**src/rtl/fp_norm_pipe.sv**
```systemverilog
// fp_norm_pipe: two-stage pipelined floating-point normaliser.
// Stage 1 captures the operand and counts leading zeros of hidden+fraction.
// Stage 2 selects carry / zero / underflow / left-shift handling, detects
// exponent overflow, and holds the result in the output register.
// Both stages use a valid/ready stream handshake, so backpressure stalls the
// pipe without losing or duplicating beats.

module fp_norm_pipe #(
  parameter int MANT_W = 23,
  parameter int EXP_W  = 8
) (
  input  logic              clk,
  input  logic              rst_n,
  input  logic              in_valid,
  output logic              in_ready,
  input  logic              sign_in,
  input  logic [EXP_W-1:0]  exp_in,
  input  logic [MANT_W+1:0] mant_in,
  output logic              out_valid,
  input  logic              out_ready,
  output logic              sign_out,
  output logic [EXP_W-1:0]  exp_out,
  output logic [MANT_W-1:0] mant_out,
  output logic              zero_out,
  output logic              ovf_out,
  output logic              unf_out
);

  // Leading-zero count covers 0..MANT_W+1, so it needs enough bits for MANT_W+1.
  localparam int LZ_W = $clog2(MANT_W + 2);
  // Width of the exponent arithmetic; one spare bit so +1 can never wrap.
  localparam int XW   = EXP_W + 1;
  // Threshold at which an incremented exponent becomes infinity.
  localparam logic [XW-1:0] EXP_INF = {1'b0, {EXP_W{1'b1}}};

  // Count leading zeros of the hidden+fraction field (MSB first).
  function automatic logic [LZ_W-1:0] count_lz(input logic [MANT_W:0] v);
    logic [LZ_W-1:0] n;
    logic            found;
    n     = {LZ_W{1'b0}};
    found = 1'b0;
    for (int i = MANT_W; i >= 0; i--) begin
      if (found) begin
        n = n;
      end else if (v[i]) begin
        found = 1'b1;
      end else begin
        n = n + LZ_W'(1);
      end
    end
    return n;
  endfunction

  // ---------------------------------------------------------------------
  // Handshake
  // ---------------------------------------------------------------------
  logic s1_valid_r;
  logic out_valid_r;
  logic s2_adv_s;
  logic s1_adv_s;
  logic accept_s;

  // The output register can take new data when empty or being drained this
  // cycle; stage 1 can move when empty or when stage 2 is moving.
  assign s2_adv_s = !out_valid_r || out_ready;
  assign s1_adv_s = !s1_valid_r || s2_adv_s;
  assign in_ready = s1_adv_s;
  assign accept_s = in_valid && s1_adv_s;

  // ---------------------------------------------------------------------
  // Stage 1: operand capture and leading-zero count
  // ---------------------------------------------------------------------
  logic              s1_sign_r;
  logic [EXP_W-1:0]  s1_exp_r;
  logic [MANT_W+1:0] s1_mant_r;
  logic [LZ_W-1:0]   s1_lzc_r;
  logic [LZ_W-1:0]   lzc_s;

  assign lzc_s = count_lz(mant_in[MANT_W:0]);

  // Stage 1 register: advances whenever stage 1 can move; data only on accept.
  always_ff @(posedge clk or negedge rst_n) begin
    if (!rst_n) begin
      s1_valid_r <= 1'b0;
      s1_sign_r  <= 1'b0;
      s1_exp_r   <= {EXP_W{1'b0}};
      s1_mant_r  <= {(MANT_W+2){1'b0}};
      s1_lzc_r   <= {LZ_W{1'b0}};
    end else if (s1_adv_s) begin
      s1_valid_r <= in_valid;
      if (accept_s) begin
        s1_sign_r <= sign_in;
        s1_exp_r  <= exp_in;
        s1_mant_r <= mant_in;
        s1_lzc_r  <= lzc_s;
      end
    end
  end

  // ---------------------------------------------------------------------
  // Stage 2: normalisation decision
  // ---------------------------------------------------------------------
  logic              carry_s;
  logic              mant_nz_s;
  logic [XW-1:0]     exp_ext_s;
  logic [XW-1:0]     lzc_ext_s;
  logic [XW-1:0]     exp_inc_s;
  logic [EXP_W-1:0]  exp_dec_s;
  logic [MANT_W-1:0] shifted_s;

  logic [EXP_W-1:0]  nxt_exp_s;
  logic [MANT_W-1:0] nxt_mant_s;
  logic              nxt_zero_s;
  logic              nxt_ovf_s;
  logic              nxt_unf_s;

  assign carry_s   = s1_mant_r[MANT_W+1];
  assign mant_nz_s = |s1_mant_r[MANT_W:0];
  assign exp_ext_s = {1'b0, s1_exp_r};
  assign lzc_ext_s = XW'(s1_lzc_r);
  assign exp_inc_s = exp_ext_s + XW'(1);
  // Only used when exp > lzc, so the subtraction cannot go negative.
  assign exp_dec_s = s1_exp_r - EXP_W'(s1_lzc_r);
  assign shifted_s = MANT_W'(s1_mant_r[MANT_W:0] << s1_lzc_r);

  // Priority: carry (with overflow check), exact zero, underflow flush, shift.
  always_comb begin
    nxt_exp_s  = {EXP_W{1'b0}};
    nxt_mant_s = {MANT_W{1'b0}};
    nxt_zero_s = 1'b0;
    nxt_ovf_s  = 1'b0;
    nxt_unf_s  = 1'b0;
    if (carry_s) begin
      if (exp_inc_s >= EXP_INF) begin
        nxt_exp_s = {EXP_W{1'b1}};
        nxt_ovf_s = 1'b1;
      end else begin
        nxt_exp_s  = exp_inc_s[EXP_W-1:0];
        nxt_mant_s = s1_mant_r[MANT_W:1];
      end
    end else if (!mant_nz_s) begin
      nxt_zero_s = 1'b1;
    end else if (exp_ext_s <= lzc_ext_s) begin
      // No denormal output: anything that would land at or below zero flushes.
      nxt_zero_s = 1'b1;
      nxt_unf_s  = 1'b1;
    end else begin
      nxt_exp_s  = exp_dec_s;
      nxt_mant_s = shifted_s;
    end
  end

  // ---------------------------------------------------------------------
  // Output register
  // ---------------------------------------------------------------------
  logic              sign_r;
  logic [EXP_W-1:0]  exp_r;
  logic [MANT_W-1:0] mant_r;
  logic              zero_r;
  logic              ovf_r;
  logic              unf_r;

  // Output stage: loads a new result when it may advance, holds while stalled.
  always_ff @(posedge clk or negedge rst_n) begin
    if (!rst_n) begin
      out_valid_r <= 1'b0;
      sign_r      <= 1'b0;
      exp_r       <= {EXP_W{1'b0}};
      mant_r      <= {MANT_W{1'b0}};
      zero_r      <= 1'b0;
      ovf_r       <= 1'b0;
      unf_r       <= 1'b0;
    end else if (s2_adv_s) begin
      out_valid_r <= s1_valid_r;
      if (s1_valid_r) begin
        sign_r <= s1_sign_r;
        exp_r  <= nxt_exp_s;
        mant_r <= nxt_mant_s;
        zero_r <= nxt_zero_s;
        ovf_r  <= nxt_ovf_s;
        unf_r  <= nxt_unf_s;
      end
    end
  end

  assign out_valid = out_valid_r;
  assign sign_out  = sign_r;
  assign exp_out   = exp_r;
  assign mant_out  = mant_r;
  assign zero_out  = zero_r;
  assign ovf_out   = ovf_r;
  assign unf_out   = unf_r;

endmodule

```
**config.mk**
```make
export PLATFORM = sky130hd
export DESIGN_NAME = fp_norm_pipe
export DESIGN_NICKNAME = d
export VERILOG_FILES = /design/src/rtl/fp_norm_pipe.sv
export SDC_FILE = /design/constraint.sdc
export NUM_CORES = 1
export LEC_CHECK = 0
export BUFFER_PORTS_ARGS = -buffer_cell sky130_fd_sc_hd__buf_4
export CORE_MARGIN = 2
export CORE_UTILIZATION = 35
export CTS_BUF_LIST = sky130_fd_sc_hd__clkbuf_4 sky130_fd_sc_hd__clkbuf_8 sky130_fd_sc_hd__clkbuf_16
export DETAILED_ROUTE_END_ITERATION = 8
export PLACE_DENSITY = 0.48
export SKIP_CTS_REPAIR_TIMING = 1
export SLEW_MARGIN = 20
export SYNTH_ARGS = -nofsm -noshare
export SYNTH_HDL_FRONTEND = slang
export SYNTH_SLANG_ARGS = --single-unit
```
**constraint.sdc**
```tcl
create_clock -name clk -period 4.8 [get_ports clk]
set_input_delay 0.96 -clock clk [delete_from_list [all_inputs] [get_ports clk]]
set_output_delay 0.96 -clock clk [all_outputs]
set_load 0.01 [all_outputs]
```
==> run summary <==
The tools report the data arrival time of the critical path as 10.65 ns. For the max capacitance violation total, the log shows 0. For this run, global-route usage on met1 was measured as 28.8%.

The clock transition at the register clock pins on the worst setup and hold paths after CTS is 0.06 ns, and the fraction of synthesized cell area taken by the top area cell type is 27.9%. Summing all flip-flop and latch instances after layout gives 0.00190 mm². X dimension of the die: 143 µm.

In the final layout, the multi-input gates occupy 0.00486 mm². At the end of routability-driven placement, the weighted congestion stood at 0.901. Detailed placement ended at an HPWL of 16700 µm. The number of nets in the final layout is 1055, and the cell area after placement is 0.00875 mm². Of the synthesized area, sequential elements account for 27.9%. The worst path uses 218% of the clock period. Once layout is complete, the cells apart from fillers number 1257. The tools report the via count of the first global-routing pass as 6480.

CTS built an H-tree with a depth of 3. The area growth from synthesis to layout came out at 35.7%. The logs give 35.3% for the effective utilization at floorplan and 95.7 MHz for the highest clock frequency the design can meet. Once detail routing completed, the nets flagged for antenna violations numbered 0. During I/O placement, the number of pins put on the boundary was 75. The design draws 2.66 mW. For this block, the initial DRC count from the detailed router was 408. For the design area, the log shows 0.00924 mm².

The number of vias per cell was 5.24; the leakage dissipation was 4.12 nW. The synthesized net count was 857. The worst-case IR drop observed on VDD is 172 µV. After synthesis, the mean cell area works out to 8.60 µm². The number of endpoints failing setup at the final stage was 4. Yosys attributes the largest share of cell area to sky130_fd_sc_hd__dfrtp_1, sky130_fd_sc_hd__mux2_2, sky130_fd_sc_hd__ha_1, sky130_fd_sc_hd__nand2_1, sky130_fd_sc_hd__o21ai_0. The launching element type of the critical path is a primary input.

The final critical-path required period is 10.45 ns. Of all nets on the critical path, the largest fanout is 3. The die covers 0.0206 mm². The run gives 0 as the antenna diode count.

The most congested layer reported by global routing is met2. The logs give 0.00681 mm² for the synthesized area and 0 for the hold violation total from the final report. The total routing resource utilization after global routing was 20.6%; the routed via count was 6585.

For this run, global-route usage on met3 was measured as 2.33%. At the later pin of the worst-skew pair, clock insertion delay measures 0.34 ns. The longest individual stage delay on the worst path was 0.53 ns. Entering global routing, the biggest net connects 77 pins. The unique cell type count in the Yosys netlist is 77.

Summed over all instances, the cell type with the most area after synthesis is sky130_fd_sc_hd__dfrtp_1. The final setup skew is 0.00917 ns. The cell count after synthesis came out at 791.

Clock tree synthesis inserted a total of 9 buffers. The deepest clock path buffer count came out at 2. The flow ran to the end, but the final reports show violations. TritonCTS built the clock tree.

The final-layout setup total negative slack came out at -21.58 ns. The post-route netlist has 34.8% of its cells at a drive strength greater than 1. The per-cell routed wire length works out to 16.5 µm.

In this run, synthesis inferred 0 flip-flops with an integrated enable. For the number of cells in the design after placement, the log shows 1238. Setup repair after global routing could not meet its margin everywhere. The logs give 4.99 ns for the data required time at the worst endpoint and 0 for the total count of max-transition violations in the final report. The die is 143 µm tall.

Dividing total power by cell area gives a power density of 288 mW/mm². The first global-routing pass estimated 33700 µm of wire. The worst-case setup margin in the final layout was -5.65 ns. The library cell used most frequently in the layout, excluding fill and tap cells, is sky130_fd_sc_hd__buf_4.

The library cells used most frequently in the layout, excluding fill and tap cells, are sky130_fd_sc_hd__buf_4, sky130_fd_sc_hd__nand2_1, sky130_fd_sc_hd__dfrtp_1. For this run, the detailed router's first-pass iteration total came to 4. For met2 alone, demand over resource in global routing was 33.2%.

After detailed routing, the total wire length is 20800 µm. In this run the tool buffered the top-level ports with 74 buffer cells. The logs give 0 for the number of warnings printed during yosys synthesis and 0 for the overall overflow remaining after global route. The final reports fail on setup timing.

The pin slew with the least headroom to its limit was 1.02 ns. The critical path is of the in2reg type. The cell at the root of the clock tree is sky130_fd_sc_hd__clkbuf_16.

The worst hold-check path type is reg2reg. The worst pin sits at a relative slew slack of 31.6%. Share of flip-flops with an asynchronous set or reset: 100%. The number of antenna violations at the first check in global routing was 0; the core box area was 0.0193 mm². The sink count of the clock tree is 76, and the number of register bits inferred by synthesis is 76.

For this run, design rule violations remaining after detail routing come to 0. The row count came out at 51. Nature of the critical path endpoint: a flop.

For this run, the leading register cell type out of synthesis is sky130_fd_sc_hd__dfrtp_1. The run gives 1921 as the fill cell total of the finished layout. Cell with the largest stage delay on the worst path: sky130_fd_sc_hd__or4_4.
==> path summary, 6_finish.rpt <==
| check | end | slack [ns] | from | depth (start not counted) |
|---|---|---|---|---|
| hold reg to reg | mant_out[22] | 0.47 | mant_out[22] | 2 |
| min in group asynchronous | ovf_out | 0.76 | rst_n | 1 |
| hold / removal | mant_out[22] | 0.47 | mant_out[22] | 2 |
| setup reg to reg | mant_out[12] | 1.28 | s1_exp_r[0] | 14 |
| setup / recovery | s1_lzc_r[4] | -5.65 | mant_in[21] | 63 |
| max in group asynchronous | s1_mant_r[8] | 3.45 | rst_n | 1 |
==> worst max-delay path: cells and delay by family <==
kind | cells | cell delay [ns]
AO/OA/AOI/OAI | 24 | 2.74
multiplexers | 4 | 0.78
buffers and inverters | 1 | 0.09
adder cells (fa/ha/maj) | 11 | 2.88
AND/OR/NAND/NOR | 21 | 2.88
XOR/XNOR | 2 | 0.38
==> state kept, by name, indices dropped and copies added, names as in the netlist <==
signal	cells
s1_mant_r	25
out_valid	1
mant_out	23
s1_lzc_r	5
unf_out	1
exp_out	8
zero_out	1
ovf_out	1
s1_sign_r	1
s1_exp_r	8
sign_out	1
s1_valid_r	1
==> logic make-up after synthesis <==
| group | count (synthesis) | synth area share (%) |
|---|---|---|
| buffers and inverters | 61 | 3.60 |
| XOR/XNOR | 53 | 9.34 |
| AO/OA/AOI/OAI | 222 | 20.7 |
| multiplexers | 68 | 11.5 |
| flip-flops | 76 | 27.9 |
| adder cells (fa/ha/maj) | 32 | 5.85 |
| AND/OR/NAND/NOR | 279 | 21.1 |
==> per-layer routing <==
layer  part of all wire, %  vias up
met5                     0        -
met4                   2.4        0
met3                   2.8       37
met2                    46      150
met1                    48     3115
li1                      -     3283
==> final cells by class <==
type,instances,share of cell area [%]
Multi-Input combinational cell,654,52.7
Sequential cell,76,20.6
Timing Repair Buffer,230,18.8
Tap cell,265,3.59
Clock buffer,10,2.59
Clock inverter,4,1.07
Inverter,18,0.731
==> metrics by stage <==
stage | hold WS, ns | utilization [%] | setup WS, ns
final | 0.474 | 47.9 | -5.65
after global routing | 0.506 | 47.9 | -6.26
after CTS | 0.482 | 47.2 | -6.10
after detailed placement | 0.469 | 45.4 | -6.41
after global placement | 0.461 | 45.4 | -6.08
after floorplan | 0.433 | - | -5.74
==> Yosys cell counts, drive strengths merged (4+ instances only) <==
library cell   n
nor3          27
nand3b         4
a22oi         22
xor2          12
nor2b         21
a21oi         57
a21o          11
nand3          8
buf            9
ha            27
a211o          4
nand2b        14
nand2         83
nand4          5
dfrtp         76
mux4           4
nor3b          4
clkbuf        34
maj3           4
and2          12
nor2          66
or3           10
mux2          41
a221o          4
inv           16
o22ai          8
and3           7
o21ai         67
or2            5
xnor2         33
xnor3          6
a211oi        15
o31ai          4
nor4           8
mux2i         23
==> power by group <==
part           switching, mW  leakage [nW]  internal (mW)
Combinational          0.501          3.03          0.493
Clock                  0.254         0.165          0.517
Sequential             0.131         0.928          0.769
Power figures use the tool's default switching activity.
